[src/rtl/fetch_pkg.sv]
// Shared types and constants for the instruction fetch stage.
package fetch_pkg;

  localparam int unsigned XLEN        = 32;
  localparam int unsigned INSTR_BYTES = 4;

  typedef struct packed {
    logic [XLEN-1:0] pc;
    logic [31:0]     instr;
  } fetch_entry_t;

endpackage

[src/rtl/fetch_if.sv]
// Fetch-stage bus: instruction memory port, redirect input and decode handshake.
interface fetch_if #(
  parameter int unsigned XLEN = 32
);
  logic            o_imem_req;
  logic [XLEN-1:0] o_imem_addr;
  logic [31:0]     i_imem_rdata;
  logic            i_redirect_valid;
  logic [XLEN-1:0] i_redirect_pc;
  logic            o_valid;
  logic            i_ready;
  logic [31:0]     o_instr;
  logic [6:0]      o_opcode;
  logic [XLEN-1:0] o_pc;

  modport master (
    output o_imem_req, o_imem_addr, o_valid, o_instr, o_opcode, o_pc,
    input  i_imem_rdata, i_redirect_valid, i_redirect_pc, i_ready
  );

  modport slave (
    input  o_imem_req, o_imem_addr, o_valid, o_instr, o_opcode, o_pc,
    output i_imem_rdata, i_redirect_valid, i_redirect_pc, i_ready
  );
endinterface

[src/rtl/fetch_fifo.sv]
// Small instruction buffer; synchronous flush takes priority over push/pop.
module fetch_fifo
  import fetch_pkg::*;
#(
  parameter int unsigned DEPTH   = 2,
  parameter type         entry_t = fetch_entry_t
) (
  input  logic                       clk,
  input  logic                       rst_n,
  input  logic                       push,
  input  logic                       pop,
  input  logic                       flush,
  input  entry_t                     din,
  output entry_t                     dout,
  output logic                       full,
  output logic                       empty,
  output logic [$clog2(DEPTH+1)-1:0] count
);

  localparam int unsigned AW = $clog2(DEPTH);
  localparam int unsigned CW = $clog2(DEPTH+1);

  entry_t        mem [DEPTH];
  logic [AW-1:0] wr_ptr;
  logic [AW-1:0] rd_ptr;

  always_ff @(posedge clk or negedge rst_n) begin
    if (!rst_n) begin
      wr_ptr <= '0;
      rd_ptr <= '0;
      count  <= '0;
      for (int unsigned i = 0; i < DEPTH; i++) mem[i] <= '0;
    end else if (flush) begin
      wr_ptr <= '0;
      rd_ptr <= '0;
      count  <= '0;
    end else begin
      if (push) begin
        mem[wr_ptr] <= din;
        wr_ptr      <= wr_ptr + AW'(1);
      end
      if (pop) rd_ptr <= rd_ptr + AW'(1);
      case ({push, pop})
        2'b10:   count <= count + CW'(1);
        2'b01:   count <= count - CW'(1);
        default: ;
      endcase
    end
  end

  assign dout  = mem[rd_ptr];
  assign full  = (count == CW'(DEPTH));
  assign empty = (count == '0);

endmodule

[src/rtl/fetch_unit.sv]
// Instruction fetch: PC sequencing, 1-cycle imem reads, buffered hand-off to decode.
module fetch_unit #(
  parameter int unsigned     XLEN     = 32,
  parameter logic [XLEN-1:0] RESET_PC = '0,
  parameter int unsigned     DEPTH    = 2
) (
  input logic      i_clk,
  input logic      i_rst_n,
  fetch_if.master  bus
);
  import fetch_pkg::*;

  localparam int unsigned CW = $clog2(DEPTH+1);
  localparam int unsigned OW = CW + 1;

  logic [XLEN-1:0] fetch_pc;
  logic [XLEN-1:0] inflight_pc;
  logic            inflight;
  logic            pop;
  logic            push;
  logic            issue;
  logic            full;
  logic            empty;
  logic [CW-1:0]   count;
  logic [OW-1:0]   occupancy;
  fetch_entry_t    wr_entry;
  fetch_entry_t    head;

  assign pop       = bus.o_valid && bus.i_ready;
  // Slots already claimed once this cycle's pop is credited; bounds issue so a push never overflows.
  assign occupancy = {1'b0, count} + OW'(inflight) - OW'(pop);
  assign issue     = i_rst_n && !bus.i_redirect_valid && (occupancy < OW'(DEPTH));
  assign push      = inflight && !bus.i_redirect_valid && (!full || pop);

  always_comb begin
    wr_entry       = '0;
    wr_entry.pc    = inflight_pc;
    wr_entry.instr = bus.i_imem_rdata;
  end

  always_ff @(posedge i_clk or negedge i_rst_n) begin
    if (!i_rst_n) begin
      fetch_pc    <= RESET_PC;
      inflight    <= 1'b0;
      inflight_pc <= '0;
    end else if (bus.i_redirect_valid) begin
      fetch_pc <= {bus.i_redirect_pc[XLEN-1:2], 2'b00};
      inflight <= 1'b0;
    end else if (issue) begin
      fetch_pc    <= fetch_pc + XLEN'(INSTR_BYTES);
      inflight    <= 1'b1;
      inflight_pc <= fetch_pc;
    end else begin
      inflight <= 1'b0;
    end
  end

  fetch_fifo #(
    .DEPTH   (DEPTH),
    .entry_t (fetch_entry_t)
  ) u_fifo (
    .clk   (i_clk),
    .rst_n (i_rst_n),
    .push  (push),
    .pop   (pop),
    .flush (bus.i_redirect_valid),
    .din   (wr_entry),
    .dout  (head),
    .full  (full),
    .empty (empty),
    .count (count)
  );

  assign bus.o_imem_req  = issue;
  assign bus.o_imem_addr = fetch_pc;
  assign bus.o_valid     = !empty && !bus.i_redirect_valid;
  assign bus.o_instr     = head.instr;
  assign bus.o_opcode    = head.instr[6:0];
  assign bus.o_pc        = head.pc;

endmodule

[src/flat_wrapper.sv]
// flat-port wrapper written by rule: the top's interface ports become plain ports
module fetch_unit_flat import fetch_pkg::*;
#(
  parameter int unsigned     XLEN     = 32,
  parameter logic [XLEN-1:0] RESET_PC = '0,
  parameter int unsigned     DEPTH    = 2
)
  (i_clk, i_rst_n, bus_o_imem_req, bus_o_imem_addr, bus_o_valid, bus_o_instr, bus_o_opcode, bus_o_pc, bus_i_imem_rdata, bus_i_redirect_valid, bus_i_redirect_pc, bus_i_ready);
  fetch_if #(.XLEN(XLEN)) bus_i ();
  input logic i_clk;
  input logic i_rst_n;
  output wire logic [$bits(bus_i.o_imem_req)-1:0] bus_o_imem_req;
  output wire logic [$bits(bus_i.o_imem_addr)-1:0] bus_o_imem_addr;
  output wire logic [$bits(bus_i.o_valid)-1:0] bus_o_valid;
  output wire logic [$bits(bus_i.o_instr)-1:0] bus_o_instr;
  output wire logic [$bits(bus_i.o_opcode)-1:0] bus_o_opcode;
  output wire logic [$bits(bus_i.o_pc)-1:0] bus_o_pc;
  input wire logic [$bits(bus_i.i_imem_rdata)-1:0] bus_i_imem_rdata;
  input wire logic [$bits(bus_i.i_redirect_valid)-1:0] bus_i_redirect_valid;
  input wire logic [$bits(bus_i.i_redirect_pc)-1:0] bus_i_redirect_pc;
  input wire logic [$bits(bus_i.i_ready)-1:0] bus_i_ready;
  assign bus_o_imem_req = bus_i.o_imem_req;
  assign bus_o_imem_addr = bus_i.o_imem_addr;
  assign bus_o_valid = bus_i.o_valid;
  assign bus_o_instr = bus_i.o_instr;
  assign bus_o_opcode = bus_i.o_opcode;
  assign bus_o_pc = bus_i.o_pc;
  assign bus_i.i_imem_rdata = bus_i_imem_rdata;
  assign bus_i.i_redirect_valid = bus_i_redirect_valid;
  assign bus_i.i_redirect_pc = bus_i_redirect_pc;
  assign bus_i.i_ready = bus_i_ready;
  fetch_unit #(.XLEN(XLEN), .RESET_PC(RESET_PC), .DEPTH(DEPTH)) u_core (.i_clk(i_clk), .i_rst_n(i_rst_n), .bus(bus_i));
endmodule
[config.mk]
export PLATFORM = sky130hd
export DESIGN_NAME = fetch_unit_flat
export DESIGN_NICKNAME = d
export VERILOG_FILES = /design/src/rtl/fetch_pkg.sv /design/src/rtl/fetch_if.sv /design/src/rtl/fetch_fifo.sv /design/src/rtl/fetch_unit.sv /design/src/flat_wrapper.sv
export SDC_FILE = /design/constraint.sdc
export NUM_CORES = 1
export LEC_CHECK = 0
export ABC_AREA = 1
export BUFFER_PORTS_ARGS = -buffer_cell sky130_fd_sc_hd__buf_2
export CAP_MARGIN = 25
export CORE_ASPECT_RATIO = 0.5
export CORE_MARGIN = 4
export CORE_UTILIZATION = 56
export CTS_CLUSTER_SIZE = 40
export DETAILED_ROUTE_END_ITERATION = 10
export HOLD_SLACK_MARGIN = 0.03
export PLACE_DENSITY = 0.8
export SLEW_MARGIN = 20
export SYNTH_ARGS = -nofsm -noshare
export SYNTH_HDL_FRONTEND = slang
export SYNTH_SLANG_ARGS = --single-unit
[constraint.sdc]
create_clock -name i_clk -period 4.35 [get_ports i_clk]
set_input_delay 0.87 -clock i_clk [delete_from_list [all_inputs] [get_ports i_clk]]
set_output_delay 0.87 -clock i_clk [all_outputs]
set_load 0.05 [all_outputs]
==> impl_metrics.env <==
export IMPL_status="complete, no violations"
export IMPL_rsz0062_at_grt="no"
export IMPL_fin_worst_skew_ns=0.0167
export IMPL_drtPass1Iterations=5
export IMPL_max_freq_ghz=0.259
export IMPL_clock_sinks=189
export IMPL_synth_ff_type="dfrtp_1"
export IMPL_routed_wirelength_um=23900
export IMPL_synth_edf_count=0
export IMPL_cp_arrival_ns=2.99
export IMPL_syn_area_sq_mm=0.00931
export IMPL_die_h_um=99.2
export IMPL_cts_buffers=17
export IMPL_report_final_hold_viol_count=0
export IMPL_post_cts_buffers=0
export IMPL_wl_met2_um=10700
export IMPL_fin_nets=1402
export IMPL_worst_pin_slew_ns=0.933
export IMPL_htree_levels=4
export IMPL_stdcell_count=1565
export IMPL_crit_path_max_incr_delay_ns=0.48
export IMPL_slew_viol_final=0
export IMPL_final_layout_size_suffix_gt1_share_pct=17.9
export IMPL_synth_xor_area_share_pct=0.753
export IMPL_dp_hpwl_um=15600
export IMPL_critical_path_class="in2out"
export IMPL_cp_cell_sequence="buf_2 > inv_1 > nor3_1 > ha_1 > or2_2 > fa_1 > nand2_1 > nor2_1 > nand2_2 > inv_2 > buf_2"
export IMPL_powerDensity_mw_per_mm2=724
export IMPL_seq_area_frac_synth_pct=50.8
export IMPL_synth_top_family_by_area="simple AND/OR/NAND/NOR gates"
export IMPL_hold_buffers=0
export IMPL_grt_max_degree=162
export IMPL_setup_viol=0
export IMPL_die_w_um=190
export IMPL_grt_overflow_total=0
export IMPL_yosys_warnings=0
export IMPL_setup_tns_ns=0
export IMPL_routed_via_density=5.32
export IMPL_io_pins=173
export IMPL_vias=8327
export IMPL_synth_fa_ha_area_share_pct=0.484
export IMPL_end_kind="output pin"
export IMPL_finalPower_uw=7760
export IMPL_cellLeakagePower_uw=0.00544
export IMPL_area_delta_synth_final_pct=15.1
export IMPL_dieArea_sq_mm=0.0189
export IMPL_ys_ff_latch=189
export IMPL_drc_errors=0
export IMPL_async_reset_ff_share_pct=100
export IMPL_grt_pass1_wl_um=39000
export IMPL_hold_class="in2async"
export IMPL_synth_top_area_cell="dfrtp_1"
export IMPL_synthTopCellsByArea="dfrtp_1 51%, nand2_1 18%, o21ai_0 12%"
export IMPL_cts_buffer_depth=2
export IMPL_startpoint_type="primary input"
export IMPL_dp_cells=1532
export IMPL_portBuffers=166
export IMPL_cp_required_ns=3.48
export IMPL_crit_top_cell="buf_2"
export IMPL_antenna_found_initial=0
export IMPL_start_util_pct=58.7
export IMPL_period_minus_slack_ns=3.86
export IMPL_routedWlPerCell_um=15.3
export IMPL_tritoncts="built"
export IMPL_clkSlewWorstSetupHoldPaths_ns=0.08
export IMPL_crit_fanout=3
export IMPL_ir_worst_vdd_mv=0.372
export IMPL_min_period_over_period_pct=88.8
export IMPL_relSlewSlack_pct=37.8
export IMPL_crit_family="simple AND/OR/NAND/NOR gates"
export IMPL_synth_top_area_share_pct=50.8
export IMPL_synth_mux_area_share_pct=0
export IMPL_synth_distinct_cells=31
export IMPL_yosys_area_share_simple_pct=23.7
export IMPL_max_cap_violations=0
export IMPL_ctsResizeCount=0
export IMPL_rows=32
export IMPL_synth_compound_area_share_pct=14.3
export IMPL_cts_root_buf="clkbuf_16"
export IMPL_place_gp_congestion=0.925
export IMPL_grtUsageTotal_pct=25.6
export IMPL_cp_num_buf_inv=4
export IMPL_top_layer_used="met4"
export IMPL_ant_nets=0
export IMPL_drtIter0Drc=661
export IMPL_diodes=0
export IMPL_netlist_instances=1203
export IMPL_syn_avg_cell_area_sq_um=7.73
export IMPL_crit_slowest_cell="fa_1"
export IMPL_holdWs_ns=0.321
export IMPL_wl_met1_um=10800
export IMPL_grt_pass1_vias=7867
export IMPL_clock_latency_ns=0.43
export IMPL_wl_met3_um=2080
export IMPL_core_region_area_sq_mm=0.0159
## cells in the final DEF (no fill, tap or decap), types with 4 or more instances in the layout
master	Yosys	routed
xor2_1	6	6
inv_1	123	123
dfrtp_1	189	188
o211ai_1	7	7
clkbuf_16	0	17
nor2_1	70	70
buf_2	6	165
buf_4	14	7
nand3_1	36	36
nand4_1	6	6
conb_1	1	4
o21ai_2	20	20
a21oi_1	4	4
inv_8	0	5
nand2_1	434	433
o21ai_0	214	214
## flip-flops by register name (all words and copies together) (netlist names)
register	count
u_core.u_fifo.mem	124
u_core.bus.o_imem_addr	30
u_core.inflight_pc	30
u_core.u_fifo.count	2
u_core.inflight	1
u_core.u_fifo.rd_ptr	1
u_core.u_fifo.wr_ptr	1
## logic make-up (layout without fill, tap and decap cells)
logic type,Yosys count,count (layout)
compound gates,247,247
simple gates,557,557
fa+ha+maj,3,3
buf+inv,198,336
xor+xnor,8,8
other cells,1,4
flops,189,189
## power breakdown
group / leakage (uW) / total [uW] / switching (uW) / internal [uW]
Sequential: 0.00238 / 2940 / 449 / 2490
Combinational: 0.00279 / 3290 / 2520 / 770
Clock: 0.000273 / 1530 / 754 / 773
Total: 0.00544 / 7760 / 3720 / 4040
## cell usage after synthesis, types with 2 or more instances
cell and n:
buf_1 2, buf_6 8, inv_2 3, xnor2_1 2
o21bai_1 2, o21ai_2 20, nand3_2 3, xor2_1 6
nand2_1 434, buf_8 5, ha_1 2, nor3_1 2
buf_4 14, nand4_1 6, dfrtp_1 189, o21ai_0 214
nor2_1 70, nand3b_1 2, o211ai_1 7, a21oi_1 4
inv_1 123, buf_2 6, nand3_1 36, clkbuf_1 36
## layer usage
layer	global-route usage, %	up-vias
met1	37.6	3910
met4	6.95	0
met5	0	-
met3	5.58	24
met2	38.9	373
li1	-	4020
## metrics by stage
step           instance area [sq um]  setup slack (ns)  utilization [%]
2_1_floorplan                   9320             0.238                -
3_3_place_gp                   10100             0.552             63.6
3_5_place_dp                   10100             0.533             63.8
4_1_cts                        10700             0.473             67.4
5_1_grt                        10700             0.347             67.6
6_report                       10700             0.486             67.6
## final cells by class
type                       count  area (sq um)
inverter                     127           478
clock inverter                14           128
multi-input combinational    819          3670
tap                          221           277
sequential                   189          4730
timing repair buffer         177           987
fill                        1332          5140
clock buffer                  18           439
## worst paths after layout
path | startpoint | end | slack, ns | cells after the start
setup / recovery | bus_i_ready | bus_o_imem_req | 0.49 | 11
hold / removal | i_rst_n | u_core.bus.o_imem_addr[3] | 0.32 | 1
setup reg to reg | u_core.u_fifo.count[1] | u_core.bus.o_imem_addr[30] | 1.22 | 13
hold reg to reg | u_core.inflight_pc[30] | u_core.u_fifo.mem[62] | 0.50 | 2
max in group asynchronous | i_rst_n | u_core.u_fifo.rd_ptr | 2.88 | 2
min in group i_clk | u_core.inflight_pc[30] | u_core.u_fifo.mem[62] | 0.50 | 2
Power figures use the tool's default switching activity.
